==> config.mk <==
export PLATFORM = sky130hd
export DESIGN_NAME = serial_word_receiver_flat
export DESIGN_NICKNAME = d
export VERILOG_FILES = /design/src/rtl/serial_word_receiver_if.sv /design/src/rtl/serial_word_receiver.sv /design/src/flat_wrapper.sv
export SDC_FILE = /design/constraint.sdc
export NUM_CORES = 1
export LEC_CHECK = 0
export CAP_MARGIN = 25
export CELL_PAD_IN_SITES_DETAIL_PLACEMENT = 1
export CELL_PAD_IN_SITES_GLOBAL_PLACEMENT = 1
export CORE_MARGIN = 2
export CORE_UTILIZATION = 40
export DETAILED_ROUTE_END_ITERATION = 10
export PLACE_DENSITY = 0.72
export SLEW_MARGIN = 0
export SYNTH_ARGS = -nofsm -noshare
export SYNTH_HDL_FRONTEND = slang
export SYNTH_SLANG_ARGS = --single-unit
==> constraint.sdc <==
create_clock -name clk -period 2.74 [get_ports clk]
set_clock_uncertainty 0.1 [all_clocks]
set_input_delay 0.548 -clock clk [delete_from_list [all_inputs] [get_ports clk]]
set_output_delay 0.548 -clock clk [all_outputs]
set_load 0.01 [all_outputs]
==> src/rtl/serial_word_receiver_if.sv <==
// Output side of the serial word receiver: a WIDTH-bit holding register
// offered to the downstream transmitter under a valid/ready handshake.
interface serial_word_receiver_if #(
    parameter int WIDTH = 32
);
    // Handshake: out_valid high means out_word holds an unconsumed word and
    // out_word stays stable until a rising edge sees out_valid & out_ready;
    // that edge transfers the word. out_ready while out_valid=0 does nothing.
    logic [WIDTH-1:0] out_word;
    logic             out_valid;
    logic             out_ready;

    modport master (
        output out_word,
        output out_valid,
        input  out_ready
    );

    modport slave (
        input  out_word,
        input  out_valid,
        output out_ready
    );
endinterface

==> src/rtl/serial_word_receiver.sv <==
// Serial-to-parallel capture: collects WIDTH bits MSB-first while enable_i is
// high and parks each completed word in a valid/ready holding register.
module serial_word_receiver #(
    parameter int WIDTH = 32
) (
    input  logic                       clk,
    input  logic                       reset,
    input  logic                       enable_i,
    input  logic                       in_i,
    input  logic                       clear_overrun_i,
    output logic [$clog2(WIDTH+1)-1:0] bit_count_o,
    output logic                       busy_o,
    output logic                       overrun_o,
    output logic                       state_o,
    serial_word_receiver_if.master     out_if
);
    localparam int CW = $clog2(WIDTH+1);

    typedef enum logic [0:0] {
        IDLE  = 1'b0,
        SHIFT = 1'b1
    } state_t;

    state_t           state_q, state_d;
    // The MSB of a full-width shifter would never be observed, so only the
    // WIDTH-1 bits that feed the next candidate word are kept.
    logic [WIDTH-2:0] shift_q, shift_d;
    logic [CW-1:0]    count_q, count_d;
    logic [WIDTH-1:0] word_q, word_d;
    logic             valid_q, valid_d;
    logic             overrun_q, overrun_d;

    logic [WIDTH-1:0] candidate;
    logic             complete;
    logic             hold_free;

    assign candidate = {shift_q, in_i};
    assign complete  = enable_i && (count_q == CW'(WIDTH - 1));
    assign hold_free = !valid_q || out_if.out_ready;

    always_comb begin
        state_d   = state_q;
        shift_d   = shift_q;
        count_d   = count_q;
        word_d    = word_q;
        valid_d   = valid_q;
        overrun_d = overrun_q;

        if (valid_q && out_if.out_ready) begin
            valid_d = 1'b0;
        end
        if (clear_overrun_i) begin
            overrun_d = 1'b0;
        end

        if (enable_i) begin
            shift_d = candidate[WIDTH-2:0];
            if (complete) begin
                count_d = '0;
                state_d = IDLE;
                if (hold_free) begin
                    word_d  = candidate;
                    valid_d = 1'b1;
                end else begin
                    // Set wins over a same-edge clear.
                    overrun_d = 1'b1;
                end
            end else begin
                count_d = count_q + CW'(1);
                state_d = SHIFT;
            end
        end else begin
            count_d = '0;
            state_d = IDLE;
        end
    end

    always_ff @(posedge clk or posedge reset) begin
        if (reset) begin
            state_q   <= IDLE;
            shift_q   <= '0;
            count_q   <= '0;
            word_q    <= '0;
            valid_q   <= 1'b0;
            overrun_q <= 1'b0;
        end else begin
            state_q   <= state_d;
            shift_q   <= shift_d;
            count_q   <= count_d;
            word_q    <= word_d;
            valid_q   <= valid_d;
            overrun_q <= overrun_d;
        end
    end

    assign out_if.out_word  = word_q;
    assign out_if.out_valid = valid_q;
    assign bit_count_o      = count_q;
    assign busy_o           = (count_q != '0);
    assign overrun_o        = overrun_q;
    assign state_o          = state_q;
endmodule

==> src/flat_wrapper.sv <==
// flat-port wrapper written by rule: the top's interface ports become plain ports
module serial_word_receiver_flat 
#(
    parameter int WIDTH = 32
)
  (clk, reset, enable_i, in_i, clear_overrun_i, bit_count_o, busy_o, overrun_o, state_o, out_if_out_word, out_if_out_valid, out_if_out_ready);
  serial_word_receiver_if #(.WIDTH(WIDTH)) out_if_i ();
  input  logic clk;
  input  logic reset;
  input  logic enable_i;
  input  logic in_i;
  input  logic clear_overrun_i;
  output logic [$clog2(WIDTH+1)-1:0] bit_count_o;
  output logic busy_o;
  output logic overrun_o;
  output logic state_o;
  output wire logic [$bits(out_if_i.out_word)-1:0] out_if_out_word;
  output wire logic [$bits(out_if_i.out_valid)-1:0] out_if_out_valid;
  input wire logic [$bits(out_if_i.out_ready)-1:0] out_if_out_ready;
  assign out_if_out_word = out_if_i.out_word;
  assign out_if_out_valid = out_if_i.out_valid;
  assign out_if_i.out_ready = out_if_out_ready;
  serial_word_receiver #(.WIDTH(WIDTH)) u_core (.clk(clk), .reset(reset), .enable_i(enable_i), .in_i(in_i), .clear_overrun_i(clear_overrun_i), .bit_count_o(bit_count_o), .busy_o(busy_o), .overrun_o(overrun_o), .state_o(state_o), .out_if(out_if_i));
endmodule
Yosys cells after proc, flatten, opt, wreduce, memory -nomap -nowiden
Index checks and enable logic that the tools add are counted.
Widths: inputs -> output; s select.
Storage, ports and cells
  register bits: 72
  output and inout port bits: 42
Operators by class
  mux-type cells: 12
  equal/unequal tests: 1
  add/subtract/negate cells: 1
  reductions and logical operators: 6
Operator list (count)
  $mux 6: 2
  $mux 1: 10
  $add 6x1->6 const B: 1
  $eq 6x5->1 const B: 1
  $reduce_bool 6->1: 1
  $reduce_and 3->1: 1
  $logic_and 1x1->1: 2
  $logic_not 1->1: 1
  $logic_or 1x1->1: 1

Longest topological paths before layout
Gate-level depths: netlist of the first run.
  depth in word-level cells: 5
  mapped depth: 6
  depth with buffers taken out: 4

Least setup slack after synthesis of the first run
OpenSTA, ideal clock, no wires.
  kind: register to register
  from: register u_core.count_q[0] (netlist: u_core.bit_count_o[0])
  to: register u_core.word_q[0] (netlist: u_core.out_if.out_word[0])
  setup time: 0.125 ns
  data arrival time: 1.580 ns
  data required time: 2.515 ns
  buffers on the path: 2
  setup slack: 0.935 ns
  cell stages (with the launch flop): 7
  cell sequence: dfrtp_1 ha_1 nand2b_1 and4b_1 buf_6 buf_12 mux2_4
Between the ends
  longest elaborated chain between the ends: 3
RTL lines
  from (decl): line serial_word_receiver.sv:28  | logic [CW-1:0] count_q, count_d;
  from (signal assigned): line serial_word_receiver.sv:89  | count_q <= count_d;
  $eq 6x5->1: line serial_word_receiver.sv:38  | assign complete = enable_i && (count_q == CW'(WIDTH - 1));
  $logic_and 1x1->1: line serial_word_receiver.sv:38
  $reduce_and 3->1 (no source line)
  to (signal assigned): line serial_word_receiver.sv:90  | word_q <= word_d;
  to (decl): line serial_word_receiver.sv:29  | logic [WIDTH-1:0] word_q, word_d;
Every way passes these cells.
A chain may end at the register's enable or synchronous reset.

Final worst setup path of the first run
  from: register u_core.count_q[2] (netlist: u_core.bit_count_o[2])
  to: output busy_o
Between the ends
  longest elaborated chain between the ends: 1
RTL lines
  $reduce_bool 6->1: line serial_word_receiver.sv:99  | assign busy_o = (count_q != '0);
  to (decl): line flat_wrapper.sv:14  | output logic busy_o;
Every way passes these cells.

==> results by group, run 1 <==
Outcome
  – Run status: finished, final reports clean

Clock tree
  – H-tree depth: 3
  – # hold bufs at CTS: 0
  – Cts bufs inserted: 9
  – CTS resizes: 0
  – Clk Latency, worst-skew pair: around 0.33 ns
  – CTS tree: done
  – Post-CTS setup buffer count: 0
  – Root buf cell: clkbuf_8
  – Longest Clk Path Bufs: 2
  – Clk sinks: 72
  – Clk slew on worst S/H paths: about 0.080 ns

Synthesis
  – Seq cells post-synth: a little over 70
  – Cell taking the most area after synthesis: dfrtp_1
  – Post-synth top area share: about three fifths
  – Syn Inst Count: 177
  – Post-synthesis sequential area ratio: 61.5%
  – Syn nets: roughly 190
  – Yosys warns: 0
  – Mapped Area: a little under 3000 µm²
  – Unique masters post-synth: 26
  – Top cells by area, synth: dfrtp_1 61%, mux2_4 15%, mux2_2 13%, buf_12 2.0%, ha_1 0.85%
  – Post-synthesis area per instance: 16.6 µm²

Power and ir drop
  – Internal power: about 0.0019 W
  – VDD IR-drop max: 244 µV
  – Pleak: about 1.7 nW
  – Part of the power in combinational logic: a little over a tenth
  – Seq pwr share: approximately 56%
  – Design Power: approximately 0.0025 W
  – Psw: around 0.00061 W
  – Switch share: between 20% and 30%
  – Clock group share of total power: between 30% and 40%
  – Pwr/cell area: a little under 700 nW/µm²

Min path
  – HP Class: flip-flop to flip-flop
  – Min-delay src: u_core.out_if.out_word[16]

Route
  – Total number of vias: about 1600
  – Post-Route WL: 4900 µm
  – Detail Route Antenna Nets: 0
  – Pre-Repair DR Iteration Count: 4
  – Via density: ~4.7
  – Starting DRC count in detailed routing: 22
  – DRC Markers: 0
  – WL/cell: about 15 µm

Worst setup path
  – R2R Path Start: u_core.bit_count_o[0]
  – Crit Path Class: flip-flop to primary output
  – Critical path capture point type: primary output
  – Startpoint types: flip-flop
  – Worst path cell trace: nor4_1 -> nand2_1 -> clkdlybuf4s50_1
  – Critical Path AT: around 1.7 ns
  – Worst path required time: ~2.1 ns
  – Crit. Startpoint: u_core.bit_count_o[2]
  – Crit Path Max Fanout: 8
  – Worst path max stage delay: between 0.4 and 0.5 ns
  – Worst path slowest cell: clkdlybuf4s50_1

Timing
  – Final hold vios: 0
  – Post-Route Setup TNS: 0 ns
  – Worst hold margin: between 0.4 and 0.5 ns
  – Period utilisation layout: between 80% and 90%
  – Final setup viols: 0
  – Min Tclk post-route: between 2 and 2.5 ns
  – Slew Viols, Final: 0
  – Min setup slack post-route: roughly 0.4 ns
  – Tightest Pin Transition: roughly 0.44 ns
  – F_max: between 400 and 500 MHz
  – RSZ-0062 raised after global routing: no
  – Headroom to the max-slew limit: 70.6%

Floorplanning
  – Core ar.: 7180 µm²
  – # rows: 31
  – Die Ht: around 90 µm
  – Io pins: 48
  – Die X: 89.6 µm
  – Full die area: 8030 µm²
  – Initial Util: a little over 40%

Cells and area
  – Syn-to-layout area delta: 25.7%
  – # fillers: 690
  – Final cell count without fillers: around 330
  – ANT cells: 0
  – Share of cells above drive strength 1: a little over a third
  – Layout Nets: between 200 and 250

Global route
  – Vias in the first global route: about 1700
  – Antenna violations before repair: 0
  – Overall global routing resource usage: between 10% and 20%
  – Grt total ovfl: 0
  – Largest net degree at the start of global routing: 37
  – Wire length of the first global-routing pass: around 8400 µm

Run
  – Max-cap violation count: 0

Placed design
  – Place WS: between 0.4 and 0.5 ns
  – Routability cong.: approximately 0.73
  – # port buffers: 47
  – HPWL Detailed: about 3300 µm
  – Placed cell count: 318
==> power groups by stage <==
stage | clock, W | combinational, W | sequential (W)
final | 0.000852 | 0.000264 | 0.00139
after global routing | 0.000925 | 0.000296 | 0.00143
after CTS | 0.000879 | 0.000271 | 0.00140
after detailed placement | 0 | 0.000271 | 0.00142
after global placement | 0 | 0.000257 | 0.00141
after floorplan | 0 | 0.000219 | 0.00136
==> Yosys cell counts (all sizes together) <==
| library cell | count |
|---|---|
| dfrtp | 72 |
| mux2 | 63 |
| buf | 9 |
| inv | 6 |
| nand3 | 3 |
| nor2 | 3 |
| and2 | 2 |
| ha | 2 |
| nand2 | 2 |
| nand2b | 2 |
| xor2 | 2 |
| a21boi | 1 |
| a21oi | 1 |
| and3 | 1 |
| and4b | 1 |
| nand4 | 1 |
| nand4b | 1 |
| nor4 | 1 |
| o21ai | 1 |
| o22ai | 1 |
| o31ai | 1 |
| xnor2 | 1 |
==> cells in the final DEF, fill, tap and decap left out, drive strengths merged <==
cell type,instances
clkinvlp,3
nand2,2
clkbuf,12
inv,6
o21ai,1
clkdlybuf4s50,46
a21oi,1
nand4b,1
bufinv,1
nand4,1
dfrtp,72
nor2,3
o31ai,1
nor4,1
xor2,2
buf,5
and3,1
and2,2
o22ai,1
nand2b,2
a21boi,1
nand3,3
xnor2,1
mux2,63
and4b,1
ha,2
==> final cells by class <==
cell class	instances	area [µm²]	share of cell area, %
clock buffers	12	155	4.21
flip-flops and latches	72	1800	48.9
clock inverters	4	52.6	1.43
repair buffers	51	520	14.1
multi-input cells	90	1010	27.3
inverters	6	22.5	0.611
well taps	99	124	3.36
==> state kept, by name, summed over array words and instances (netlist names) <==
name,flops
u_core.bit_count_o,6
u_core.overrun_o,1
u_core.state_o,1
u_core.shift_q,31
u_core.out_if.out_valid,1
u_core.out_if.out_word,32
==> final timing paths <==
| check | to | slack (ns) | cells past startpoint |
|---|---|---|---|
| max in group asynchronous | u_core.shift_q[4] | 1.45 | 3 |
| worst max-delay path | busy_o | 0.40 | 3 |
| worst min-delay path | u_core.out_if.out_word[16] | 0.41 | 1 |
| worst max register to register | u_core.out_if.out_word[30] | 0.71 | 5 |
| min in group asynchronous | u_core.out_if.out_word[16] | 0.43 | 2 |
| worst min register to register | u_core.out_if.out_word[16] | 0.41 | 1 |
==> routing by layer <==
| metal | wire length, µm | track usage [%] | up-vias |
|---|---|---|---|
| met5 | 0 | 0 | - |
| met1 | 2300 | 18.4 | 801 |
| met2 | 2330 | 21.9 | 34 |
| met4 | 89 | 5.70 | 0 |
| li1 | - | - | 716 |
| met3 | 176 | 4.02 | 11 |
==> logic make-up after synthesis <==
logic type / synth area share (%)
xor+xnor: 0.896
fa+ha+maj: 0.853
compound gates: 1.07
simple gates: 3.46
mux: 28.0
buf+inv: 4.23
flops: 61.5
==> metrics by stage <==
stage          area (µm²)  util, %
2_1_floorplan        2930        -
3_3_place_gp         3480     48.4
3_5_place_dp         3480     48.4
4_1_cts              3680     51.3
5_1_grt              3680     51.3
6_report             3680     51.3
==> critical path, delay by kind of cell (launching register included) <==
family	cells	cell delay, ns
buffers and inverters	1	0.49
flip-flops	1	0.48
AND/OR/NAND/NOR	2	0.39
(Power assumes the default switching activity.)
==> inputs of run 2 (changes only) <==
- SKIP_LAST_GASP: unset -> 1
- clock period: 2.74 -> 2.65 ns (I/O delays scaled with it)
==> run 2 against run 1 <==
Die area is the same. Final area is essentially flat. Non-clock buffer count is the same. Routed wire length shrank 0.71%. Power grew 3.0%. Register-to-register slack is essentially flat. Clock power grew 3.2%. Sequential cell count is the same. Hold slack gained 0.00095 ns. Combinational power grew 3%.
==> results by group, run 2 (synthesis results as in run 1) <==
Worst setup path
  – Critical path capture point type: primary output (unchanged)
  – Crit path max-delay family: flip-flops (was buffers and inverters)
  – Crit Path Class: flip-flop to primary output (unchanged)
  – R2R Path Start: u_core.bit_count_o[0] (unchanged)
  – Worst path required time: 2.02 ns (was 2.09 ns)
  – Crit. Startpoint: u_core.bit_count_o[2] (unchanged)
  – Startpoint types: flip-flop (unchanged)
  – Worst path slowest cell: dfrtp_1 (was clkdlybuf4s50_1)
  – Crit Path Max Fanout: 8 (unchanged)
  – Critical Path AT: 1.68 ns (was 1.69 ns)
  – WP buf/inv: 1 (unchanged)
  – Worst path cell trace: nor4_1 -> nand2_1 -> clkdlybuf4s50_1 (unchanged)
  – Worst path max stage delay: 0.48 ns (was 0.49 ns)

Clock tree
  – CTS tree: done (unchanged)
  – Root buf cell: clkbuf_8 (unchanged)
  – Clk slew on worst S/H paths: 0.07 ns (was 0.08 ns)
  – CTS resizes: 0 (unchanged)
  – Clk Latency, worst-skew pair: 0.34 ns (was 0.33 ns)
  – Longest Clk Path Bufs: 2 (unchanged)
  – Post-CTS setup buffer count: 0 (unchanged)
  – Clk sinks: 72 (unchanged)
  – H-tree depth: 3 (unchanged)
  – Cts bufs inserted: 9 (unchanged)
  – # hold bufs at CTS: 0 (unchanged)

Placed design
  – # port buffers: 47 (unchanged)
  – HPWL Detailed: 3130 µm (was 3300 µm)
  – Routability cong.: 0.686 (was 0.731)
  – Placed cell area: 3480 µm² (unchanged)

Timing
  – Tightest Pin Transition: 0.475 ns (was 0.441 ns)
  – Final setup viols: 0 (unchanged)
  – Headroom to the max-slew limit: 68.0% (was 70.6%)
  – Min Tclk post-route: ~2.3 ns
  – Final hold vios: 0 (unchanged)
  – Slew Viols, Final: 0 (unchanged)
  – RSZ-0062 raised after global routing: no (unchanged)
  – Period utilisation layout: between 80 and 90%
  – F_max: 433 MHz
  – Post-Route Setup TNS: 0 ns (unchanged)

Global route
  – Vias in the first global route: 1652 (was 1718)
  – Antenna violations before repair: 0 (unchanged)
  – Grt total ovfl: 0 (unchanged)
  – Wire length of the first global-routing pass: 8360 µm (was 8420 µm)
  – Overall global routing resource usage: 14.2% (was 14.0%)
  – Largest net degree at the start of global routing: 73 (was 37)

Cells and area
  – Finished Cell Area: 3680 µm² (about the same)
  – Share of cells above drive strength 1: 37.0% (was 36.6%)
  – Most frequent cells in the layout: 72 x dfrtp_1, 46 x clkdlybuf4s50_1, 33 x mux2_2 (unchanged)
  – # fillers: 699 (was 690)
  – Sequential cell area: 1800 µm² (unchanged)
  – Area of the multi-input gates: 1010 µm² (unchanged)
  – Layout Nets: 238 (unchanged)
  – ANT cells: 0 (unchanged)
  – Most common cell after layout, fill and taps aside: dfrtp_1 (unchanged)
  – Syn-to-layout area delta: 25.6% (was 25.7%)
  – Max FFs per register: 32 (unchanged)

Power and ir drop
  – Pleak: 1.67 nW (about the same)
  – Pwr/cell area: 701 nW/µm² (was 680 nW/µm²)
  – VDD IR-drop max: 294 µV (was 244 µV)

Floorplanning
  – Die Ht: 89.6 µm (unchanged)
  – Core ar.: 7180 µm² (unchanged)
  – Full die area: 8030 µm² (unchanged)
  – Die X: 89.6 µm (unchanged)
  – # rows: 31 (unchanged)
  – Io pins: 48 (unchanged)
  – Initial Util: 40.9% (unchanged)

Route
  – Detail Route Antenna Nets: 0 (unchanged)
  – Pre-Repair DR Iteration Count: 4 (unchanged)
  – Post-Route WL: 4860 µm (was 4900 µm)
  – WL/cell: 14.6 µm (was 14.7 µm)
  – Via density: 4.65 (was 4.68)
  – Total number of vias: 1554 (was 1562)
  – DRC Markers: 0 (unchanged)
  – Starting DRC count in detailed routing: 74 (was 22)

Min path
  – Min-delay src: u_core.out_if.out_word[17] (was u_core.out_if.out_word[16])
  – HP Class: flip-flop to flip-flop (unchanged)

Run
  – Max-cap violation count: 0 (unchanged)

Outcome
  – Run status: finished, final reports clean (unchanged)
run 2: path summary, 6_finish.rpt:
path,to,slack (ns),cells after the start
min in group asynchronous,u_core.out_if.out_word[20],0.49,3
worst max-delay path,busy_o,0.34,3
worst min-delay path,u_core.out_if.out_word[17],0.41,1
worst min register to register,u_core.out_if.out_word[17],0.41,1
worst max register to register,u_core.out_if.out_word[30],0.72,5
max in group asynchronous,u_core.bit_count_o[2],1.65,3
run 2: worst reg2reg max path: stages, from the launching register on:
cell	delay, ns
dfrtp_1	0.44
ha_1	0.29
nand2b_1	0.10
and4b_2	0.32
buf_12	0.21
mux2_2	0.36
run 2: area by class of cell:
type	count	share of cell area (%)
clock inverters	6	1.84
well taps	99	3.37
repair buffers	51	14.1
clock buffers	10	3.74
inverters	6	0.612
flip-flops and latches	72	48.9
multi-input cells	90	27.4
run 2: per-layer routing:
| metal | vias up | global-route usage (%) | routed length [µm] | part of all wire, % |
|---|---|---|---|---|
| li1 | 717 | - | - | - |
| met4 | 0 | 8.55 | 123 | 2.5 |
| met3 | 9 | 4.20 | 182 | 3.7 |
| met1 | 790 | 19.0 | 2300 | 47 |
| met5 | - | 0 | 0 | 0 |
| met2 | 38 | 20.5 | 2250 | 46 |
run 2: power by group:
part           internal [W]  switching (W)
Sequential          0.00129       0.000138
Combinational      0.000182      0.0000896
Clock              0.000463       0.000416
run 2: metrics by stage:
stage / cells / setup slack [ns] / power [W] / utilization, % / hold slack (ns)
global route: 334 / 0.189 / 0.00275 / 51.3 / 0.439
finish: 334 / 0.339 / 0.00258 / 51.3 / 0.413
floorplan: 177 / 0.195 / 0.00164 / - / 0.377
global placement: 318 / 0.476 / 0.00172 / 48.4 / 0.395
detailed placement: 318 / 0.439 / 0.00174 / 48.4 / 0.394
CTS: 334 / 0.306 / 0.00263 / 51.3 / 0.419
